`src/rtl/memory_access.sv`:
```
// MIPS memory stage: LW/SW data-bus access FSM, registered writeback record and M-stage forwarding port.
// Define MEM_ALIGN_TRAP_EN to turn misaligned LW/SW into AdEL/AdES exceptions instead of bus accesses.
module memory_access #(
  parameter int ADDR_W = 32
) (
  input  logic              clk,
  input  logic              reset,
  input  logic              in_valid,
  output logic              in_ready,
  input  logic [5:0]        in_opcode,
  input  logic [4:0]        in_dstE,
  input  logic [4:0]        in_dstM,
  input  logic [31:0]       in_valE,
  input  logic [31:0]       in_valA,
  input  logic [31:0]       in_pc,
  output logic              dreq_valid,
  input  logic              dreq_ready,
  output logic [ADDR_W-1:0] dreq_addr,
  output logic [3:0]        dreq_strobe,
  output logic [31:0]       dreq_wdata,
  input  logic              dresp_valid,
  input  logic [31:0]       dresp_data,
  output logic              out_valid,
  input  logic              out_ready,
  output logic [31:0]       out_pc,
  output logic [4:0]        out_dst,
  output logic [31:0]       out_val,
  output logic              out_wen,
  output logic [1:0]        out_exc,
  output logic [4:0]        fwd_dst,
  output logic [31:0]       fwd_val,
  output logic              fwd_ready
);
  localparam logic [5:0] OP_LW = 6'h23;
  localparam logic [5:0] OP_SW = 6'h2b;

  typedef enum logic [1:0] {IDLE, REQ, WAIT, DONE} state_t;

  state_t            state_q;
  logic              dreq_valid_q, out_valid_q, wen_q, fwd_ready_q, is_lw_q;
  logic [ADDR_W-1:0] addr_q;
  logic [3:0]        strobe_q;
  logic [31:0]       wdata_q, pc_q, val_q;
  logic [4:0]        dst_q;

  logic accept, in_is_lw, in_is_sw, in_trap;

  assign in_is_lw = (in_opcode == OP_LW);
  assign in_is_sw = (in_opcode == OP_SW);
  assign in_ready = !reset && ((state_q == IDLE) || ((state_q == DONE) && out_ready));
  assign accept   = in_valid && in_ready;

`ifdef MEM_ALIGN_TRAP_EN
  logic [1:0] exc_q;
  assign in_trap = (in_is_lw || in_is_sw) && (in_valE[1:0] != 2'b00);
  assign out_exc = exc_q;
`else
  assign in_trap = 1'b0;
  assign out_exc = 2'b00;
`endif

  always_ff @(posedge clk or posedge reset) begin
    if (reset) begin
      state_q      <= IDLE;
      dreq_valid_q <= 1'b0;
      out_valid_q  <= 1'b0;
      wen_q        <= 1'b0;
      fwd_ready_q  <= 1'b0;
      is_lw_q      <= 1'b0;
      addr_q       <= '0;
      strobe_q     <= 4'h0;
      wdata_q      <= 32'h0;
      pc_q         <= 32'h0;
      val_q        <= 32'h0;
      dst_q        <= 5'd0;
`ifdef MEM_ALIGN_TRAP_EN
      exc_q        <= 2'b00;
`endif
    end else if (accept) begin
      pc_q    <= in_pc;
      is_lw_q <= in_is_lw && !in_trap;
`ifdef MEM_ALIGN_TRAP_EN
      exc_q   <= !in_trap ? 2'b00 : (in_is_sw ? 2'b10 : 2'b01);
`endif
      if (in_trap) begin
        state_q      <= DONE;
        dreq_valid_q <= 1'b0;
        out_valid_q  <= 1'b1;
        dst_q        <= 5'd0;
        val_q        <= in_valE;
        wen_q        <= 1'b0;
        fwd_ready_q  <= 1'b1;
      end else if (in_is_lw || in_is_sw) begin
        state_q      <= REQ;
        dreq_valid_q <= 1'b1;
        out_valid_q  <= 1'b0;
        addr_q       <= ADDR_W'({in_valE[31:2], 2'b00});
        strobe_q     <= in_is_sw ? 4'hF : 4'h0;
        wdata_q      <= in_is_sw ? in_valA : 32'h0;
        dst_q        <= in_is_lw ? in_dstM : 5'd0;
        val_q        <= 32'h0;
        wen_q        <= 1'b0;
        fwd_ready_q  <= !in_is_lw;
      end else begin
        state_q      <= DONE;
        dreq_valid_q <= 1'b0;
        out_valid_q  <= 1'b1;
        dst_q        <= in_dstE;
        val_q        <= in_valE;
        wen_q        <= (in_dstE != 5'd0);
        fwd_ready_q  <= 1'b1;
      end
    end else begin
      case (state_q)
        REQ, WAIT: begin
          if ((state_q == REQ) && dreq_ready) begin
            dreq_valid_q <= 1'b0;
            state_q      <= WAIT;
          end
          // A response only counts once the address handshake has happened (now or earlier).
          if (((state_q == WAIT) || dreq_ready) && dresp_valid) begin
            state_q     <= DONE;
            out_valid_q <= 1'b1;
            fwd_ready_q <= 1'b1;
            wen_q       <= is_lw_q && (dst_q != 5'd0);
            if (is_lw_q) val_q <= dresp_data;
          end
        end
        DONE: begin
          if (out_ready) begin
            state_q     <= IDLE;
            out_valid_q <= 1'b0;
            dst_q       <= 5'd0;
            val_q       <= 32'h0;
            wen_q       <= 1'b0;
            fwd_ready_q <= 1'b0;
          end
        end
        default: state_q <= IDLE;
      endcase
    end
  end

  assign dreq_valid  = dreq_valid_q;
  assign dreq_addr   = addr_q;
  assign dreq_strobe = strobe_q;
  assign dreq_wdata  = wdata_q;
  assign out_valid   = out_valid_q;
  assign out_pc      = pc_q;
  assign out_dst     = dst_q;
  assign out_val     = val_q;
  assign out_wen     = wen_q;
  assign fwd_dst     = dst_q;
  assign fwd_val     = val_q;
  assign fwd_ready   = fwd_ready_q;
endmodule

```
`config.mk`:
```
export PLATFORM = sky130hd
export DESIGN_NAME = memory_access
export DESIGN_NICKNAME = d
export VERILOG_FILES = /design/src/rtl/memory_access.sv
export SDC_FILE = /design/constraint.sdc
export NUM_CORES = 1
export LEC_CHECK = 0
export CAP_MARGIN = 5
export CORE_MARGIN = 2
export CORE_UTILIZATION = 30
export DETAILED_ROUTE_END_ITERATION = 10
export PLACE_DENSITY = 0.76
export SYNTH_ARGS = -nofsm -noshare
export SYNTH_HDL_FRONTEND = slang
export SYNTH_SLANG_ARGS = --single-unit
```
`constraint.sdc`:
```
create_clock -name clk -period 5.6 [get_ports clk]
set_clock_uncertainty 0.1 [all_clocks]
set_input_delay 0.56 -clock clk [delete_from_list [all_inputs] [get_ports clk]]
set_output_delay 0.56 -clock clk [all_outputs]
set_load 0.005 [all_outputs]
```
[After elaboration in Yosys (flattened, before gate mapping)]
Index checks and enable logic that the tools add are counted.
Storage, ports and cells
  flip-flop bits (word level): 142
  logic and storage cells: 81
  bits of input ports: 150
Operators by class
  eq/ne operators: 9
  multiplexer cells: 34
  reductions and logical operators: 26
Operators with widths (count)
  2-to-1 mux 32 bit: 6
  case mux 32 bit (2 select lines): 1
  2-to-1 mux 5 bit: 5
  2-to-1 mux 1 bit: 13
  equality test 6 bit (second input constant): 2
  2-to-1 mux 2 bit: 5
  nonzero test 5 bit: 2
  != test 3 bit (second input constant): 3
  AND reduction 2 bit: 4
  nonzero test 2 bit: 4
  logical AND 1 bit: 6
  equality test 2 bit (second input constant): 2
  2-to-1 mux 4 bit: 1
  != test 4 bit (second input constant): 1
  case mux 1 bit (2 select lines): 2
  case mux 2 bit (2 select lines): 1
  AND reduction 4 bit: 1
  logical OR 1 bit: 3
  AND reduction 3 bit: 1
  nonzero test 3 bit: 1
  equality test 2 x 1 -> 1 bit (second input constant): 1
  zero test 1 bit: 2
  zero test 2 bit: 1
  OR reduction 2 bit: 1

[Longest topological paths before layout]
Gate-level depths: netlist (run 1).
  word-level depth: 7
  depth in mapped cells: 8
  gate-level depth less buffers: 6

[Worst setup path after synthesis (run 1)]
Ideal clock, no wire load.
  kind: register to register
  start point: register state_q[0]
  end point: register val_q[0] (netlist: fwd_val[0])
  clock period less this slack: 2052 ps
  path buffers: 2
  stages on the path, launching flop included: 9
  setup slack: 3548 ps
  setup time: 125 ps
  arrival time: 1827 ps
  cells stage by stage: dfrtp_1 inv_1 ha_1 clkbuf_1 mux2i_1 a21oi_1 nor2_2 buf_2 mux2_2
Between the ends
  longest elaborated chain between the ends: 7
  elaborated cells between the ends (all ways): 18
  those cells by class: eq/ne: 6; mux: 2; reduce/logical: 10
RTL lines
  from (decl): line 39  | state_t state_q;
  from (signal assigned): line 64  | state_q <= IDLE;
  from (signal assigned): line 86  | state_q <= DONE;
  from (signal assigned): line 94  | state_q <= REQ;
  equality test 2 bit: line 50, 114
  logical AND 1 bit: line 50  | assign in_ready = !reset && ((state_q == IDLE) || ((state_q == DONE) && out_ready));
  logical OR 1 bit: line 50
  logical AND 1 bit: line 50
  logical AND 1 bit: line 51  | assign accept = in_valid && in_ready;
  != test 3 bit (no source line) or nonzero test 3 bit (tied branches)
  AND reduction 4 bit (no source line)
  to (signal assigned): line 90  | val_q <= in_valE;
  to (signal assigned): line 109  | val_q <= in_valE;
  to (signal assigned): line 126  | if (is_lw_q) val_q <= dresp_data;
  to (decl): line 43  | logic [31:0] wdata_q, pc_q, val_q;
Several ways; a longest one is shown, not always the timed one.
A chain may end at the register's enable or synchronous reset.

[Worst setup path after layout (run 1)]
  start point: register state_q[0]
  end point: register dst_q[0] (netlist: fwd_dst[0])
Between the ends
  longest elaborated chain between the ends: 7
  elaborated cells between the ends (all ways): 10
  those cells by class: eq/ne: 1; mux: 1; reduce/logical: 8
RTL lines
  equality test 2 bit: line 50, 114
  logical AND 1 bit: line 50
  logical OR 1 bit: line 50
  logical AND 1 bit: line 50
  logical AND 1 bit: line 51
  nonzero test 2 bit (no source line)
  AND reduction 2 bit (no source line)
  to (signal assigned): line 100  | dst_q <= in_is_lw ? in_dstM : 5'd0;
  to (signal assigned): line 108  | dst_q <= in_dstE;
  to (decl): line 44  | logic [4:0] dst_q;
Several ways; a longest one is shown, not always the timed one.

==> results of run 1 <==
[cell type report]
class,count,area share [%]
Clock buffer,20,4.491
Clock inverter,12,1.384
Inverter,5,0.2390
Multi-Input combinational cell,284,22.41
Sequential cell,139,34.97
Tap cell,270,3.397
Timing Repair Buffer,330,33.11
[sequential cells by signal (all words and copies together), names as in the netlist]
register and count:
dreq_wdata 32, out_valid 1, out_pc 32, dreq_strobe 1, fwd_ready 1, out_wen 1, fwd_dst 5, dreq_addr 30
state_q 2, fwd_val 32, dreq_valid 1, is_lw_q 1
[power breakdown]
| part | internal (mW) | switching (mW) |
|---|---|---|
| logic | 1.35 | 0.708 |
| registers | 1.34 | 0.224 |
| clock network | 0.673 | 0.452 |
[through the flow]
step                      instances  setup WS [ns]  utilization, %  area, um2  power, mW
after floorplan                 502          1.215               -       6186      2.610
after global routing           1060          2.369           49.15       9946      5.032
after global placement         1028          2.189           46.27       9361      3.628
final                          1060          2.582           49.15       9946      4.745
after CTS                      1060          2.556           49.15       9946      4.828
after detailed placement       1028          2.149           46.27       9361      3.676
[Yosys cell counts, types with 3 or more instances]
cell        n  area, um2
nor3b_1     5      37.54
nand2_1    68      255.2
clkbuf_1   11      41.29
o21ai_0    39      195.2
buf_4      48      360.4
inv_1       5      18.77
dfrtp_1   139       3478
a221o_1     5      50.05
nor2_1      3      11.26
a22o_1     33      289.0
mux2_2     81      912.1
a21oi_1     4      20.02
ha_1        4      50.05
mux2_1     14      157.7
buf_2      13      65.06
[worst max path at each step]
stage | cells after the start | startpoint | slack [ns] | end
final | 6 | state_q[0] | 2.58 | fwd_dst[0]
after global routing | 6 | state_q[0] | 2.37 | fwd_dst[0]
after floorplan | 1 | reset | 1.22 | dreq_addr[10]
after detailed placement | 5 | reset | 2.15 | fwd_val[6]
after CTS | 6 | state_q[0] | 2.56 | fwd_dst[0]
after global placement | 5 | reset | 2.19 | fwd_val[25]
[cell families after synthesis]
kind of cell	after synthesis
AO/OA/AOI/OAI	92
flip-flops	139
adder cells (fa/ha/maj)	4
AND/OR/NAND/NOR	87
other	1
buffers and inverters	79
multiplexers	97
[tightest hold or removal path: cells and delay by family (launching register included)]
family / cells / cell delay, ns
and+or+nand+nor: 1 / 0.05
AOI/OAI and AO/OA: 1 / 0.06
DFF: 1 / 0.34
[per-layer routing]
layer / up-vias / share of wire [%] / track usage, %
met5: - / 0 / 0
met4: 0 / 1.4 / 5.144
met3: 20 / 7.8 / 6.142
met2: 192 / 50 / 28.88
met1: 2377 / 40 / 19.56
li1: 2268 / - / -
==> flow_metrics.tcl, run 1 <==
set metrics [dict create \
    fin_crit_ns 3.018 \
    synthToLayoutAreaGrowth_pct 61.07 \
    critPathLaunchType "register" \
    hold_start "dreq_wdata[29]" \
    syn_area_mm2 0.006175 \
    critical_path.cell_chain "ha_1 -> a21oi_2 -> nand4b_4 -> buf_4 -> nor3b_1 -> a221o_1" \
    path_max_fanout 57 \
    worstPathRequired_ns 5.84 \
    num_vias 4857 \
    max-clock-path-buffers 2 \
    critical_path.top_delay_family "simple AND/OR/NAND/NOR gates" \
    coreArea_mm2 0.02023 \
    synth-edff-count 0 \
    whs_endpoint "dreq_wdata[29]" \
    power_density_mw_per_mm2 477.1 \
    ant_nets 0 \
    start_util_pct 30.52 \
    cts_sinks 139 \
    cts_setup_buffers 0 \
    hold_viol_final 0 \
    reg2regPathDepth 6 \
    cp.arrival_ns 3.26 \
    synth_top_flop_cell "dfrtp_1" \
    ctsResizeCount 0 \
    timing.final.max_slew_violations 0 \
    die_area_mm2 0.02175 \
    timing.hold.ws_ns 0.3777 \
    grt_pass1_wl_um 28130 \
    worst_pin_slew_ns 1.111 \
    cts_tree "yes" \
    yosys.area_share.xor_xnor_pct 0 \
    synth-seq-cells 139 \
    max-vdd-ir-drop_v 0.0002211 \
    slew_headroom_pct 25.78 \
    run_status "finished clean" \
    synth_adder_area_share_pct 0.8105 \
    wirelength_um 18240 \
    synth_top_family_by_area "multiplexers" \
    hpwl_um 13260 \
    critPathMaxStageDelay_ns 0.82 \
    crit_path_top_delay_cell "nand4b_4" \
    path_class "reg -> reg" \
    synthArstFlopShare_pct 100.0 \
    synth_compound_area_share_pct 10.46 \
    finalCritPeriodShare_pct 53.89 \
    gp_congestion 0.7870 \
    layout.nets 931 \
    io_pins 331 \
    io_buffer_count 326 \
    dieWidth_um 147.5 \
    wl_per_cell_um 17.21 \
    synthMuxAreaShare_pct 17.65 \
    clk_pin_slew_ns 0.06 \
    rrSetupSlack_ns 2.58 \
    hold_depth 2 \
    grt_overflow 0 \
    ctsHoldBuffers 0 \
    rows 52 \
    clock-root-buffer "clkbuf_16" \
    reg2reg_to "fwd_dst[0]" \
    route.detailed.drc 0 \
    synthSimpleGateAreaFrac_pct 6.464 \
    first_pass_iters 6 \
    tns_ns 0 \
    ys_seq_area_share_pct 56.33 \
    yosysWarningCount 0 \
    antenna_found_initial 0 \
    seq_area_mm2 0.003478 \
    track_usage_pct 16.77 \
    synth_cells 499 \
    viasPerCell 4.582 \
    grt_max_degree 100 \
    max_freq_mhz 331.3 \
    layout-drive-gt1-share_pct 15.82 \
    worst-path-buf-inv 1 \
    setup_viol 0 \
    die_h_um 147.5 \
    worstSkewPairLatency_ns 0.41 \
    grt_pass1_vias 5025 \
    final_common_cell "clkdlybuf4s50_1" \
    multi_input_area_mm2 0.002228 \
    drt_iter0_drc 167 \
    fillers 1821 \
    hold_path_class "reg -> reg" \
    leakage_nw 4.278 \
    rsz0062_at_grt "no" \
    yosysUniqueCellTypes 34 \
    htree_num_levels 4 \
    syn_area_per_cell_um2 12.37 \
    cap_viol_max_count 0 \
    r2r_start "state_q[0]" \
    cts_buffers 17 \
    final_cell_mix "326 x clkdlybuf4s50_1, 139 x dfrtp_1, 81 x mux2_2" \
    critical_path.endpoint_type "register" \
    num_antenna_cells 0 \
]
Note: power is estimated with default switching activity, not from simulation.
==> inputs of run 2 (changes only) <==
==> constraint.sdc (replaced) <==
create_clock -name clk -period 3 [get_ports clk]
set_clock_uncertainty 0.1 [all_clocks]
set_input_delay 0.3 -clock clk [delete_from_list [all_inputs] [get_ports clk]]
set_output_delay 0.3 -clock clk [all_outputs]
set_load 0.005 [all_outputs]
==> run 2 against run 1 <==
First-iteration DRC count shrank 6.0%. Utilization grew 0.28 points. Flip-flop and latch count is the same. Clock power grew 68%. Routed wire length shrank 3.1%. Critical path depth shrank 1. Non-clock buffer count grew 9. Cell count grew 0.75%. Register-to-register slack lost 1.8 ns. Critical path type is now reg -> out. Critical endpoint is now in_ready. Largest power group unchanged.
==> flow_metrics.tcl, run 2 (synthesized netlist as in run 1, its figures left out) <==
set metrics [dict create \
    fillers 1835 \
    die_h_um 147.5 \
    cp.arrival_ns 2.07 \
    grt_overflow 0 \
    coreArea_mm2 0.02023 \
    max_freq_mhz 405.0 \
    ctsResizeCount 0 \
    wirelength_um 17680 \
    timing.final.max_slew_violations 0 \
    drt_iter0_drc 157 \
    timing.hold.ws_ns 0.3471 \
    antenna_found_initial 2 \
    cts_buffers 17 \
    die_area_mm2 0.02175 \
    leakage_nw 4.310 \
    setup_viol 0 \
    worstSetupStartpoint "state_q[0]" \
    layout.nets 940 \
    io_pins 331 \
    grt_pass1_vias 5009 \
    critPathMaxStageDelay_ns 0.53 \
    rows 52 \
    power_density_mw_per_mm2 875.9 \
    ctsHoldBuffers 0 \
    path_max_fanout 6 \
    max-vdd-ir-drop_v 0.0004354 \
    ant_nets 0 \
    path_class "reg -> out" \
    dp.cells 1037 \
    cts_sinks 139 \
    synthToLayoutAreaGrowth_pct 61.99 \
    layout-drive-gt1-share_pct 16.79 \
    num_antenna_cells 0 \
    run_status "finished clean" \
    cts_tree "yes" \
    place_area_mm2 0.009478 \
    route.detailed.drc 0 \
    multi_input_area_mm2 0.002228 \
    start_util_pct 30.52 \
    rrSetupSlack_ns 0.76 \
    critical_path.cell_chain "ha_1 -> a21oi_2 -> buf_4 -> nor2_1 -> clkdlybuf4s50_1" \
    num_vias 4856 \
    gp_congestion 0.7668 \
    hpwl_um 13160 \
    final_cell_mix "326 x clkdlybuf4s50_1, 139 x dfrtp_1, 81 x mux2_2" \
    critical_path.top_delay_family "buffers and inverters" \
    worst-path-buf-inv 2 \
    viasPerCell 4.547 \
    reg2regPathDepth 6 \
    grt_pass1_wl_um 27510 \
    hold_start "in_valA[29]" \
    worst_pin_slew_ns 0.6368 \
    r2r_start "state_q[0]" \
    seq_area_mm2 0.003478 \
    fin_crit_ns 2.469 \
    hold_depth 3 \
    first_pass_iters 4 \
    dieWidth_um 147.5 \
    crit_path_top_delay_cell "clkdlybuf4s50_1" \
    finalCritPeriodShare_pct 82.30 \
    crit_end "in_ready" \
    final_common_cell "clkdlybuf4s50_1" \
    cts_setup_buffers 0 \
    clock-root-buffer "clkbuf_16" \
    rsz0062_at_grt "no" \
    cp.depth 5 \
    critical_path.endpoint_type "output pin" \
    hold_viol_final 0 \
    htree_num_levels 4 \
    instances_no_fill 1068 \
    max-clock-path-buffers 2 \
    grt_max_degree 92 \
    final_area_mm2 0.01000 \
    reg2reg_to "out_pc[28]" \
    io_buffer_count 326 \
    wl_per_cell_um 16.55 \
    worstPathRequired_ns 2.60 \
    hold_path_class "in -> reg" \
    worstSkewPairLatency_ns 0.40 \
    clk_pin_slew_ns 0.06 \
    tns_ns 0 \
    slew_headroom_pct 57.55 \
    cap_viol_max_count 0 \
    track_usage_pct 16.24 \
    critPathLaunchType "register" \
]
## run 2: area by class of cell
class | count | share of cell area (%)
clock inverters | 13 | 0.9507
inverters | 5 | 0.2252
repair buffers | 339 | 34.10
flip-flops and latches | 139 | 34.78
well taps | 270 | 3.378
clock buffers | 18 | 4.291
multi-input cells | 284 | 22.28
## run 2: worst min-delay path by stage
stage | to | slack [ns]
global placement | dreq_wdata[1] | 0.36
CTS | dreq_wdata[29] | 0.33
floorplan | dreq_addr[10] | 0.33
finish | dreq_wdata[29] | 0.35
global route | dreq_wdata[21] | 0.32
detailed placement | dreq_wdata[19] | 0.37
## run 2: worst reg2reg max path: stages, from the launching register on
cell	delay, ns
dfrtp_1	0.40
ha_1	0.37
a21oi_2	0.11
buf_4	0.17
nor2_4	0.25
buf_4	0.33
mux2_2	0.40
## run 2: through the flow
step	total power [mW]	util [%]	worst slack [ns]
after floorplan	4.873	-	0.8649
after global placement	6.890	46.84	0.5883
after detailed placement	6.980	46.84	0.5159
after CTS	8.934	49.43	0.5072
after global routing	9.309	49.43	0.4144
final	8.760	49.43	0.5310
## run 2: power by group
part | internal (mW) | switching [mW] | leakage (nW)
Combinational | 2.61 | 1.35 | 2.28
Clock | 1.06 | 0.824 | 0.241
Sequential | 2.51 | 0.412 | 1.79
Total | 6.17 | 2.59 | 4.31
## run 2: layer usage
metal	wire [um]	GRT usage, %	up-vias
li1	-	-	2285
met1	7134	18.96	2322
met2	8674	27.62	216
met3	1467	5.988	31
met4	385	5.625	2
met5	13	0	-
